`src/rtl/uart_pkg.sv`:
```
// Shared types and constants for the configurable UART transmitter.
// The PARITY state exists only when UART_TX_PARITY_EN is defined.
package uart_pkg;

  typedef enum logic [2:0] {
    IDLE   = 3'd0,
    START  = 3'd1,
    DATA   = 3'd2,
`ifdef UART_TX_PARITY_EN
    PARITY = 3'd3,
`endif
    STOP   = 3'd4
  } state_t;

  // Shortest legal bit period in clk cycles; smaller divisors are clamped to this.
  localparam int MIN_DIV = 2;

endpackage

```
`src/rtl/uart_fifo.sv`:
```
// Generic synchronous FIFO: push/pop in the same cycle, pop_data shows the head word.
// No added latency; pushes are dropped while full and pops are ignored while empty.
module uart_fifo #(
  parameter int WIDTH = 8,
  parameter int DEPTH = 4
) (
  input  logic                       clk,
  input  logic                       reset,
  input  logic                       push,
  input  logic [WIDTH-1:0]           push_data,
  input  logic                       pop,
  output logic [WIDTH-1:0]           pop_data,
  output logic                       full,
  output logic                       empty,
  output logic [$clog2(DEPTH):0]     level
);

  localparam int AW = $clog2(DEPTH);

  logic [WIDTH-1:0] mem [DEPTH];
  logic [AW-1:0]    wr_ptr;
  logic [AW-1:0]    rd_ptr;
  logic             do_push;
  logic             do_pop;

  assign full     = (level == ($clog2(DEPTH)+1)'(DEPTH));
  assign empty    = (level == '0);
  assign do_push  = push && !full;
  assign do_pop   = pop && !empty;
  assign pop_data = mem[rd_ptr];

  always_ff @(posedge clk) begin
    if (do_push) mem[wr_ptr] <= push_data;
  end

  // DEPTH is a power of two, so the pointers wrap naturally.
  always_ff @(posedge clk or posedge reset) begin
    if (reset) begin
      wr_ptr <= '0;
      rd_ptr <= '0;
      level  <= '0;
    end else begin
      if (do_push) wr_ptr <= wr_ptr + 1'b1;
      if (do_pop)  rd_ptr <= rd_ptr + 1'b1;
      case ({do_push, do_pop})
        2'b10:   level <= level + 1'b1;
        2'b01:   level <= level - 1'b1;
        default: level <= level;
      endcase
    end
  end

endmodule

```
`src/rtl/uart_tx_cfg.sv`:
```
// UART transmitter with FIFO; tx falls 2 edges after a write into an idle, empty unit; s_ready drops when full.
// Define UART_TX_PARITY_EN to build in the optional parity bit (parity_en / parity_odd).
module uart_tx_cfg
  import uart_pkg::*;
#(
  parameter int DATA_BITS  = 8,
  parameter int DIV_W      = 16,
  parameter int FIFO_DEPTH = 4
) (
  input  logic                            clk,
  input  logic                            reset,
  input  logic                            s_valid,
  output logic                            s_ready,
  input  logic [DATA_BITS-1:0]            s_data,
  input  logic [DIV_W-1:0]                div,
  input  logic                            stop2,
  input  logic                            parity_en,
  input  logic                            parity_odd,
  output logic                            tx,
  output logic                            busy,
  output logic [$clog2(FIFO_DEPTH):0]     fifo_level
);

  localparam int BC_W = $clog2(DATA_BITS);

  state_t               state, state_nxt;
  logic [DIV_W-1:0]     div_q, timer, bit_len;
  logic [BC_W-1:0]      bit_cnt;
  logic [DATA_BITS-1:0] shreg, pop_data;
  logic                 stop2_q, bit_done, stop_last;
  logic                 pop, fifo_full, fifo_empty, tx_nxt;

`ifdef UART_TX_PARITY_EN
  logic par_en_q, par_bit;
`else
  logic unused_parity;
  assign unused_parity = parity_en ^ parity_odd;
`endif

  uart_fifo #(.WIDTH(DATA_BITS), .DEPTH(FIFO_DEPTH)) u_fifo (
    .clk       (clk),
    .reset     (reset),
    .push      (s_valid && s_ready),
    .push_data (s_data),
    .pop       (pop),
    .pop_data  (pop_data),
    .full      (fifo_full),
    .empty     (fifo_empty),
    .level     (fifo_level)
  );

  assign s_ready   = !fifo_full;
  assign busy      = (state != IDLE) || (fifo_level != '0);
  assign bit_len   = (div_q < DIV_W'(MIN_DIV)) ? DIV_W'(MIN_DIV) : div_q;
  assign bit_done  = (timer == bit_len - 1'b1);
  assign stop_last = !stop2_q || (bit_cnt == BC_W'(1));

  always_comb begin
    state_nxt = state;
    pop       = 1'b0;
    tx_nxt    = 1'b1;
    case (state)
      IDLE: begin
        if (!fifo_empty) begin
          pop       = 1'b1;
          state_nxt = START;
        end
      end
      START: begin
        tx_nxt = 1'b0;
        if (bit_done) state_nxt = DATA;
      end
      DATA: begin
        tx_nxt = shreg[0];
        if (bit_done && bit_cnt == BC_W'(DATA_BITS-1)) begin
`ifdef UART_TX_PARITY_EN
          state_nxt = par_en_q ? PARITY : STOP;
`else
          state_nxt = STOP;
`endif
        end
      end
`ifdef UART_TX_PARITY_EN
      PARITY: begin
        tx_nxt = par_bit;
        if (bit_done) state_nxt = STOP;
      end
`endif
      STOP: begin
        if (bit_done && stop_last) begin
          if (!fifo_empty) begin
            pop       = 1'b1;
            state_nxt = START;
          end else begin
            state_nxt = IDLE;
          end
        end
      end
      default: state_nxt = IDLE;
    endcase
  end

  // Every pop starts a frame, so the pop edge is where the frame's settings are captured.
  always_ff @(posedge clk or posedge reset) begin
    if (reset) begin
      state    <= IDLE;
      tx       <= 1'b1;
      timer    <= '0;
      bit_cnt  <= '0;
      shreg    <= '0;
      div_q    <= '0;
      stop2_q  <= 1'b0;
`ifdef UART_TX_PARITY_EN
      par_en_q <= 1'b0;
      par_bit  <= 1'b0;
`endif
    end else begin
      state <= state_nxt;
      tx    <= tx_nxt;
      if (state == IDLE || bit_done) timer <= '0;
      else                           timer <= timer + 1'b1;
      if (bit_done) bit_cnt <= (state_nxt != state) ? '0 : bit_cnt + 1'b1;
      if (pop) begin
        shreg    <= pop_data;
        div_q    <= div;
        stop2_q  <= stop2;
`ifdef UART_TX_PARITY_EN
        par_en_q <= parity_en;
        par_bit  <= (^pop_data) ^ parity_odd;
`endif
      end else if (state == DATA && bit_done) begin
        shreg <= shreg >> 1;
      end
    end
  end

endmodule

```
`config.mk`:
```
export PLATFORM = sky130hd
export DESIGN_NAME = uart_tx_cfg
export DESIGN_NICKNAME = d
export VERILOG_FILES = /design/src/rtl/uart_pkg.sv /design/src/rtl/uart_fifo.sv /design/src/rtl/uart_tx_cfg.sv
export SDC_FILE = /design/constraint.sdc
export NUM_CORES = 1
export LEC_CHECK = 0
export BUFFER_PORTS_ARGS = -buffer_cell sky130_fd_sc_hd__buf_2
export CORE_UTILIZATION = 64
export CTS_CLUSTER_SIZE = 28
export DETAILED_ROUTE_END_ITERATION = 12
export GPL_TIMING_DRIVEN = 0
export PLACE_DENSITY = 0.93
export SLEW_MARGIN = 20
export SYNTH_ARGS = -nofsm -noshare
export SYNTH_HDL_FRONTEND = slang
export SYNTH_SLANG_ARGS = --single-unit
```
`constraint.sdc`:
```
create_clock -name clk -period 9.4 [get_ports clk]
set_input_delay 1.88 -clock clk [delete_from_list [all_inputs] [get_ports clk]]
set_output_delay 1.88 -clock clk [all_outputs]
set_load 0.03 [all_outputs]
```
==> flow_summary.toml, run 1 <==
[place]
hpwl_um = 6180
gp_congestion = 0.851
dp_cells = 475
port_buffers = 33

[cts]
cts_tree = "done"
h-tree-depth = 3
clk_path_buf_depth = 2
postCtsSetupBuffers = 0
insertion_delay_ps = 350
cts_sinks = 87
cts_buffers = 9
clockRootBuffer = "clkbuf_8"
clk_pin_slew_ps = 90
post_cts_resized = 0
cts-hold-fix-buffers = 0

[yosys]
syn_avg_cell_area_um2 = 12.4
synthesis.area_um2 = 4470
postSynthCellCount = 361
synth_edf_count = 32
ys_warn_count = 0
synth_ff_type = "dfrtp_1"
ys_ff_latch = 87
yosys.area.top_type_share_pct = 30.2
synthDistinctLibCells = 63
yosysTopAreaCell = "dfrtp_1"
yosys-top-cells-area = "dfrtp_1 30%, edfxtp_1 22%, mux2_4 5.7%"
async_flop_share_pct = 63.2
ys_seq_area_share_pct = 52.3
synth_nets = 402

[critical_path]
end_kind = "flip-flop"
r2r_slack_ps = 4520
cpMaxStageDelayCell = "or4_1"
start_kind = "flip-flop"
r2r_start = "div_q[5]"
max_stage_delay_ps = 520
worstSetupPathType = "flip-flop to flip-flop"
path_cells = "or4_1, buf_2, o41ai_2, ha_1, nor3b_1, xnor2_1, o2111ai_1, a311oi_2, o2111ai_2, o41ai_2, nand2_2, buf_6, inv_1, ha_1, inv_1, fa_1, xor2_1, nor2_1, xor2_1"
critical_path.max_fanout = 10
reg2reg_to = "u_fifo.level[2]"
critPathArrivalTime_ps = 5150
reg2reg_depth = 19
worst-path-stages = 19
critPathTopFamily = "compound AO/OA/AOI/OAI gates"
cp.required_ps = 9660
crit_buf_inv = 4

[run_status]
status = "complete, no violations"

[global_routing]
grt_antenna_before_repair = 0
grt_max_degree = 37
grt_pass1_vias = 3005
grt_pass1_wl_um = 14400
overflow = 0
grt_util_met2_pct = 46.4
use_met3_pct = 5.00
grt_use_total_pct = 26.0
grtUsageMet1_pct = 30.8
grt.busiest_layer = "met2"

[route]
via_count = 2960
drtPass1Iterations = 5
viasPerCell = 6.03
routed_wl_um = 8590
drc_errors = 0
routedWlPerCell_um = 17.5
final_antenna_net_count = 0
drt_iter0_markers = 211

[die]
die_area_um2 = 7320
die_y_um = 85.6
die_w_um = 85.6
rows = 30
core_area_um2 = 6760
start_util_pct = 66.1
io_pins = 36

[sta]
min_period_ps = 4880
finalHoldViolations = 0
period_share_pct = 51.9
setup_tns_ps = 0
tightest_slew_ps = 1030
finalSetupViolations = 0
fmax_mhz = 205
relSlewSlack_pct = 30.5
skew_ps = 12.2
timing.hold.ws_ps = 508
maxSlewViolCount = 0
rsz0062_at_grt = "false"

[layout]
num_antenna_cells = 0
area_growth_pct = 10.9
stdcell_count = 491
drive_above_1_share_pct = 24.1
final_common_cell = "dfrtp_1"
final_cell_mix = "54 x dfrtp_1, 35 x nor2_1, 35 x buf_2"
final_nets = 447

[hold_path]
min_to = "shreg[6]"
hp-class = "flip-flop to flip-flop"
worstHoldPathCells = 1
hp-start = "shreg[7]"

[pwr]
leakagePower_nw = 2.13
peakVddDrop_v = 0.000225
power_mw = 0.920
powerDensity_nw_per_um2 = 186

[job]
drv_cap = 0
==> synthesized netlist by cell type, drive strengths merged (7+ instances only) <==
library cell,number
nand2,14
xnor2,17
buf,7
mux2,20
nor3,16
edfxtp,32
and3,16
xor2,19
dfrtp,54
ha,10
nor2,35
mux4,8
nand3,16
inv,21
==> routing by layer <==
layer	vias up	share of wire, %
met5	-	0
met4	0	2.5
met3	16	3.5
met2	77	54
met1	1465	40
li1	1402	-
==> sequential cells by signal, indices dropped and copies added, names as in the netlist <==
register       flops
state              3
shreg              8
stop2_q            1
tx                 1
u_fifo.level       3
timer             16
div_q             16
u_fifo.rd_ptr      2
bit_cnt            3
u_fifo.wr_ptr      2
u_fifo.mem        32
==> layout make-up <==
type | count | area (µm²)
Sequential cell | 87 | 2340
Multi-Input combinational cell | 240 | 1980
Fill cell | 420 | 1800
Timing Repair Buffer | 34 | 185
Clock buffer | 11 | 141
Tap cell | 80 | 100
Inverter | 21 | 78.8
Buffer | 13 | 70.1
Clock inverter | 5 | 58.8
==> worst max path at each step <==
stage                   from               to  slack (ps)
finish              div_q[5]  u_fifo.level[2]        4520
global route        div_q[2]  u_fifo.level[2]        4170
CTS                 div_q[2]  u_fifo.level[2]        4510
detailed placement  div_q[5]  u_fifo.level[2]        4570
global placement    div_q[4]  u_fifo.level[2]        4710
floorplan           div_q[5]  u_fifo.level[2]        5030
==> per-stage QoR <==
stage          setup slack, ps  util (%)  cell area (µm²)
6_report                  4520      73.3             4950
5_1_grt                   4170      73.3             4950
4_1_cts                   4510      73.3             4950
3_5_place_dp              4570      70.4             4750
3_3_place_gp              4710      70.1             4730
2_1_floorplan             5030         -             4470
==> cell families (layout without fill, tap and decap cells) <==
| kind of cell | Yosys count | in the layout | synth area share [%] |
|---|---|---|---|
| AOI/OAI and AO/OA | 33 | 33 | 6.50 |
| buffers and inverters | 34 | 84 | 3.33 |
| xor gates and xnor gates | 36 | 36 | 7.05 |
| DFF | 87 | 87 | 52.3 |
| adders and majority gates | 11 | 11 | 3.25 |
| and+or+nand+nor | 129 | 129 | 16.4 |
| muxes | 31 | 31 | 11.2 |
==> report_power, final <==
part	switching (mW)	internal, mW
logic	0.0995	0.0697
clock network	0.129	0.130
registers	0.0421	0.449
total	0.271	0.649
No activity file was read; power rests on OpenSTA's default activity.
==> run 2, diff against run 1 <==
- CORE_UTILIZATION: 64 -> 60
- PLACE_DENSITY: 0.93 -> 0.89
- clock period: 9.4 -> 4.8 ns (I/O delays scaled with it)
==> run 2 against run 1 <==
  * Final cell count grew 5.9%
  * Critical endpoint unchanged
  * Clock power grew 89%
  * Design area grew 3.4%
==> flow_summary.toml, run 2 (synthesis gave the netlist of run 1 again) <==
[run_status]
status = "complete, no violations"

[route]
routed_wl_um = 8580
drtPass1Iterations = 4
drt_iter0_markers = 153
routedWlPerCell_um = 16.5
via_count = 2961
viasPerCell = 5.69
drc_errors = 0
final_antenna_net_count = 0

[layout]
area_growth_pct = 14.6
top_regs = "u_fifo.mem x32, div_q x16, timer x16"
final_nets = 457
largest_register_ffs = 32
fillers = 500
regMostFlops = "u_fifo.mem"
final_common_cell = "dfrtp_1"
num_antenna_cells = 0
final_cell_mix = "53 x dfrtp_1, 35 x nor2_1, 34 x buf_2"
drive_above_1_share_pct = 26.4

[place]
hpwl_um = 5840
place_ws_ps = -83.1
port_buffers = 33
gp_congestion = 0.805

[cts]
cts_buffers = 9
cts_tree = "done"
clockRootBuffer = "clkbuf_8"
cts_sinks = 87
h-tree-depth = 3
clk_path_buf_depth = 2
clk_pin_slew_ps = 90
insertion_delay_ps = 350

[global_routing]
grt_pass1_vias = 2935
grt_use_total_pct = 24.3
grt_antenna_before_repair = 0
overflow = 0
grt_max_degree = 35
grt_pass1_wl_um = 14100

[critical_path]
worstSetupPathType = "flip-flop to flip-flop"
cp.required_ps = 5070
cpMaxStageDelayCell = "or4_1"
crit_buf_inv = 4
critPathArrivalTime_ps = 4770
critical_path.max_fanout = 6
critPathTopFamily = "compound AO/OA/AOI/OAI gates"
path_cells = "or4_1, clkbuf_4, o41ai_4, ha_2, nor3b_4, xnor2_1, o2111ai_1, a311oi_2, o2111ai_2, o41ai_4, nand2_2, buf_12, inv_1, ha_1, inv_1, fa_1, xor2_1, nor2_1, xor2_1"
cp-startpoint = "div_q[5]"
max_stage_delay_ps = 530
end_kind = "flip-flop"
start_kind = "flip-flop"
r2r_start = "div_q[5]"

[hold_path]
hp-start = "shreg[5]"
hp-class = "flip-flop to flip-flop"

[sta]
skew_ps = 11.5
finalHoldViolations = 0
maxSlewViolCount = 0
period_share_pct = 93.8
setup_tns_ps = 0
fmax_mhz = 222
tightest_slew_ps = 1050
rsz0062_at_grt = "false"
fin_ws_ps = 299
relSlewSlack_pct = 29.7
min_period_ps = 4500
finalSetupViolations = 0

[die]
die_area_um2 = 7800
start_util_pct = 61.9
die_y_um = 88.3
core_area_um2 = 7210
die_w_um = 88.3
rows = 31
io_pins = 36

[pwr]
powerDensity_nw_per_um2 = 351
leakagePower_nw = 2.22
peakVddDrop_v = 0.000265

[job]
drv_cap = 0
==> run 2: path summary, 6_finish.rpt <==
kind / cells after the start / slack, ps / endpoint
max: 19 / 300 / u_fifo.level[2]
min: 1 / 510 / shreg[4]
max reg2reg: 19 / 300 / u_fifo.level[2]
min reg2reg: 1 / 510 / shreg[4]
max in group asynchronous: 4 / 3740 / tx
min in group asynchronous: 3 / 610 / div_q[7]
==> run 2: final cells by class <==
class | instances | area [µm²] | share of cell area, %
Clock inverter | 5 | 58.8 | 1.15
Buffer | 13 | 81.3 | 1.59
Multi-Input combinational cell | 240 | 2030 | 39.6
Inverter | 21 | 78.8 | 1.54
Tap cell | 99 | 124 | 2.42
Clock buffer | 11 | 131 | 2.57
Sequential cell | 87 | 2340 | 45.7
Timing Repair Buffer | 44 | 280 | 5.47
==> run 2: repair_timing <==
action / 4_1_cts / 5_1_grt
setup endpoints to repair: 1 / 2
resized for setup: 6 / 4
setup buffers: 5 / 4
hold buffers: 0 / 0
pin swaps: 3 / 5
==> run 2: routing by layer <==
layer | share of wire (%) | vias to the layer above | GRT usage (%) | wire length, µm
met3 | 3.3 | 8 | 6.25 | 280
met2 | 53 | 56 | 41.5 | 4570
met4 | 1.0 | 0 | 9.09 | 88
li1 | - | 1422 | - | -
met1 | 42 | 1475 | 29.9 | 3640
met5 | 0 | - | 0 | 0
==> run 2: report_power, final <==
group / internal, mW / total [mW] / switching, mW
sequential: 0.880 / 0.965 / 0.0853
clock: 0.241 / 0.490 / 0.249
combinational: 0.142 / 0.343 / 0.201
==> run 2: stage by stage <==
step           total power [mW]  util [%]  cell area (µm²)  hold slack (ps)  std cells
3_5_place_dp               1.31      66.6             4810              480        495
3_3_place_gp               1.28      66.0             4760              485        493
2_1_floorplan              1.20         -             4470              460        361
4_1_cts                    1.80      70.2             5060              509        516
6_report                   1.80      71.0             5120              508        520
5_1_grt                    1.89      71.0             5120              540        520
==> run 3, diff against run 2 <==
- SETUP_SLACK_MARGIN: unset -> 0.4
==> run 3 against run 2 <==
  * Sequential power hardly changed
  * Flip-flop and latch count stayed put
  * Global-route usage is 0.75 points higher
  * Sequential share of layout area is 1.1 points lower
  * Routed wire length is 4.7% higher
  * Clock skew is 0.56 ps higher
  * Clock power hardly changed
  * Setup slack better by 100 ps
  * Largest cell class unchanged
  * Highest routed layer unchanged
==> flow_summary.toml, run 3 (synthesis gave the netlist of run 1 again) <==
[critical_path]
path_cells = "or4_4, buf_8, o41ai_4, ha_2, xor2_1, xnor2_1, o2111ai_2, a311oi_2, o2111ai_2, o41ai_2, nand2_2, buf_12, clkinv_4, ha_4, inv_2, fa_2, xor2_1, nor2_1, xor2_1"
max_stage_delay_ps = 550
critPathArrivalTime_ps = 4670
critPathTopFamily = "compound AO/OA/AOI/OAI gates"
end_kind = "flip-flop"
crit_buf_inv = 4
start_kind = "flip-flop"
critical_path.max_fanout = 4
cpMaxStageDelayCell = "or4_4"
cp.required_ps = 5070
crit_top_cell = "xor2_1"
worstSetupPathType = "flip-flop to flip-flop"

[job]
drv_cap = 0

[die]
rows = 31
start_util_pct = 61.9
die_w_um = 88.3
io_pins = 36
die_y_um = 88.3
core_area_um2 = 7210
die_area_um2 = 7800

[global_routing]
overflow = 0
grt_pass1_wl_um = 14500
grt_pass1_vias = 2988
grt_max_degree = 35
grt_antenna_before_repair = 0
grt_use_total_pct = 25.0

[route]
via_count = 3056
drt_iter0_markers = 178
routed_wl_um = 8990
drtPass1Iterations = 4
routedWlPerCell_um = 16.9
final_antenna_net_count = 0
viasPerCell = 5.76
drc_errors = 0

[pwr]
powerDensity_nw_per_um2 = 346
leakagePower_nw = 2.28
power_mw = 1.82
peakVddDrop_v = 0.000267

[place]
port_buffers = 33
place_area_um2 = 4810
dp_cells = 495
gp_congestion = 0.805
hpwl_um = 5840
place_ws_ps = -83.1

[sta]
min_period_ps = 4400
relSlewSlack_pct = 30.0
fmax_mhz = 227
period_share_pct = 91.6
tightest_slew_ps = 1040
rsz0062_at_grt = "true"
finalHoldViolations = 0
setup_tns_ps = 0
skew_ps = 12.0
maxSlewViolCount = 0
finalSetupViolations = 0
fin_ws_ps = 402

[cts]
cts-hold-fix-buffers = 0
cts_tree = "done"
clk_pin_slew_ps = 90
h-tree-depth = 3
cts_buffers = 9
insertion_delay_ps = 350
clk_path_buf_depth = 2
clockRootBuffer = "clkbuf_8"
cts_sinks = 87

[layout]
regMostFlops = "u_fifo.mem"
fillers = 460
largest_register_ffs = 32
final_common_cell = "dfrtp_1"
final_area_um2 = 5260
num_antenna_cells = 0
drive_above_1_share_pct = 31.5
final_cell_mix = "48 x dfrtp_1, 35 x nor2_1, 34 x buf_2"
final_nets = 468
stdcell_count = 531
area_growth_pct = 17.6
top_regs = "u_fifo.mem x32, div_q x16, timer x16"

[hold_path]
hp-class = "flip-flop to flip-flop"

[run_status]
status = "complete, no violations"
run 3: path summary, 6_finish.rpt:
kind                              endpoint  depth (start not counted)  slack, ps     start
min                               shreg[4]                          1        510  shreg[5]
min reg2reg                       shreg[4]                          1        510  shreg[5]
max reg2reg                u_fifo.level[2]                         19        400  div_q[2]
min in group asynchronous         div_q[7]                          3        610     reset
max                        u_fifo.level[2]                         19        400  div_q[2]
max in group asynchronous               tx                          4       3740     reset
run 3: timing repair:
action                                  4_1_cts  5_1_grt
pin swaps                                    11       14
resized for setup                            19       11
endpoints found under the setup margin        2        3
buffers inserted                             11        9
run 3: per-stage QoR:
stage	utilization (%)	hold WS, ps
global route	72.9	540
detailed placement	66.6	480
global placement	66.0	485
floorplan	-	460
finish	72.9	508
CTS	71.4	509
run 3: power breakdown:
part / switching [mW] / internal [mW]
Clock: 0.249 / 0.241
Combinational: 0.212 / 0.153
Sequential: 0.0855 / 0.880
Total: 0.546 / 1.27
run 3: area by class of cell:
type                    count  area (µm²)  share of cell area [%]
plain buffers              13        98.8                    1.88
clock buffers              11         131                    2.50
clock inverters             5        58.8                    1.12
inverters                  21        83.8                    1.59
multi-input cells         240        2050                    39.0
flip-flops and latches     87        2350                    44.6
well taps                  99         124                    2.36
repair buffers             55         363                    6.90
run 3: worst reg2reg max path, delay by kind of cell, from the launching register on:
kind | cells | cell delay [ps]
DFF | 1 | 410
and+or+nand+nor | 3 | 800
AOI/OAI and AO/OA | 5 | 1310
buffers and inverters | 4 | 430
adders and majority gates | 3 | 730
xor gates and xnor gates | 4 | 650
run 3: layer usage:
metal	up-vias	GRT usage [%]	wire length, µm
met5	-	0	0
met2	81	42.1	4760
met1	1512	31.0	3750
met4	0	11.1	202
met3	20	5.88	274
li1	1443	-	-
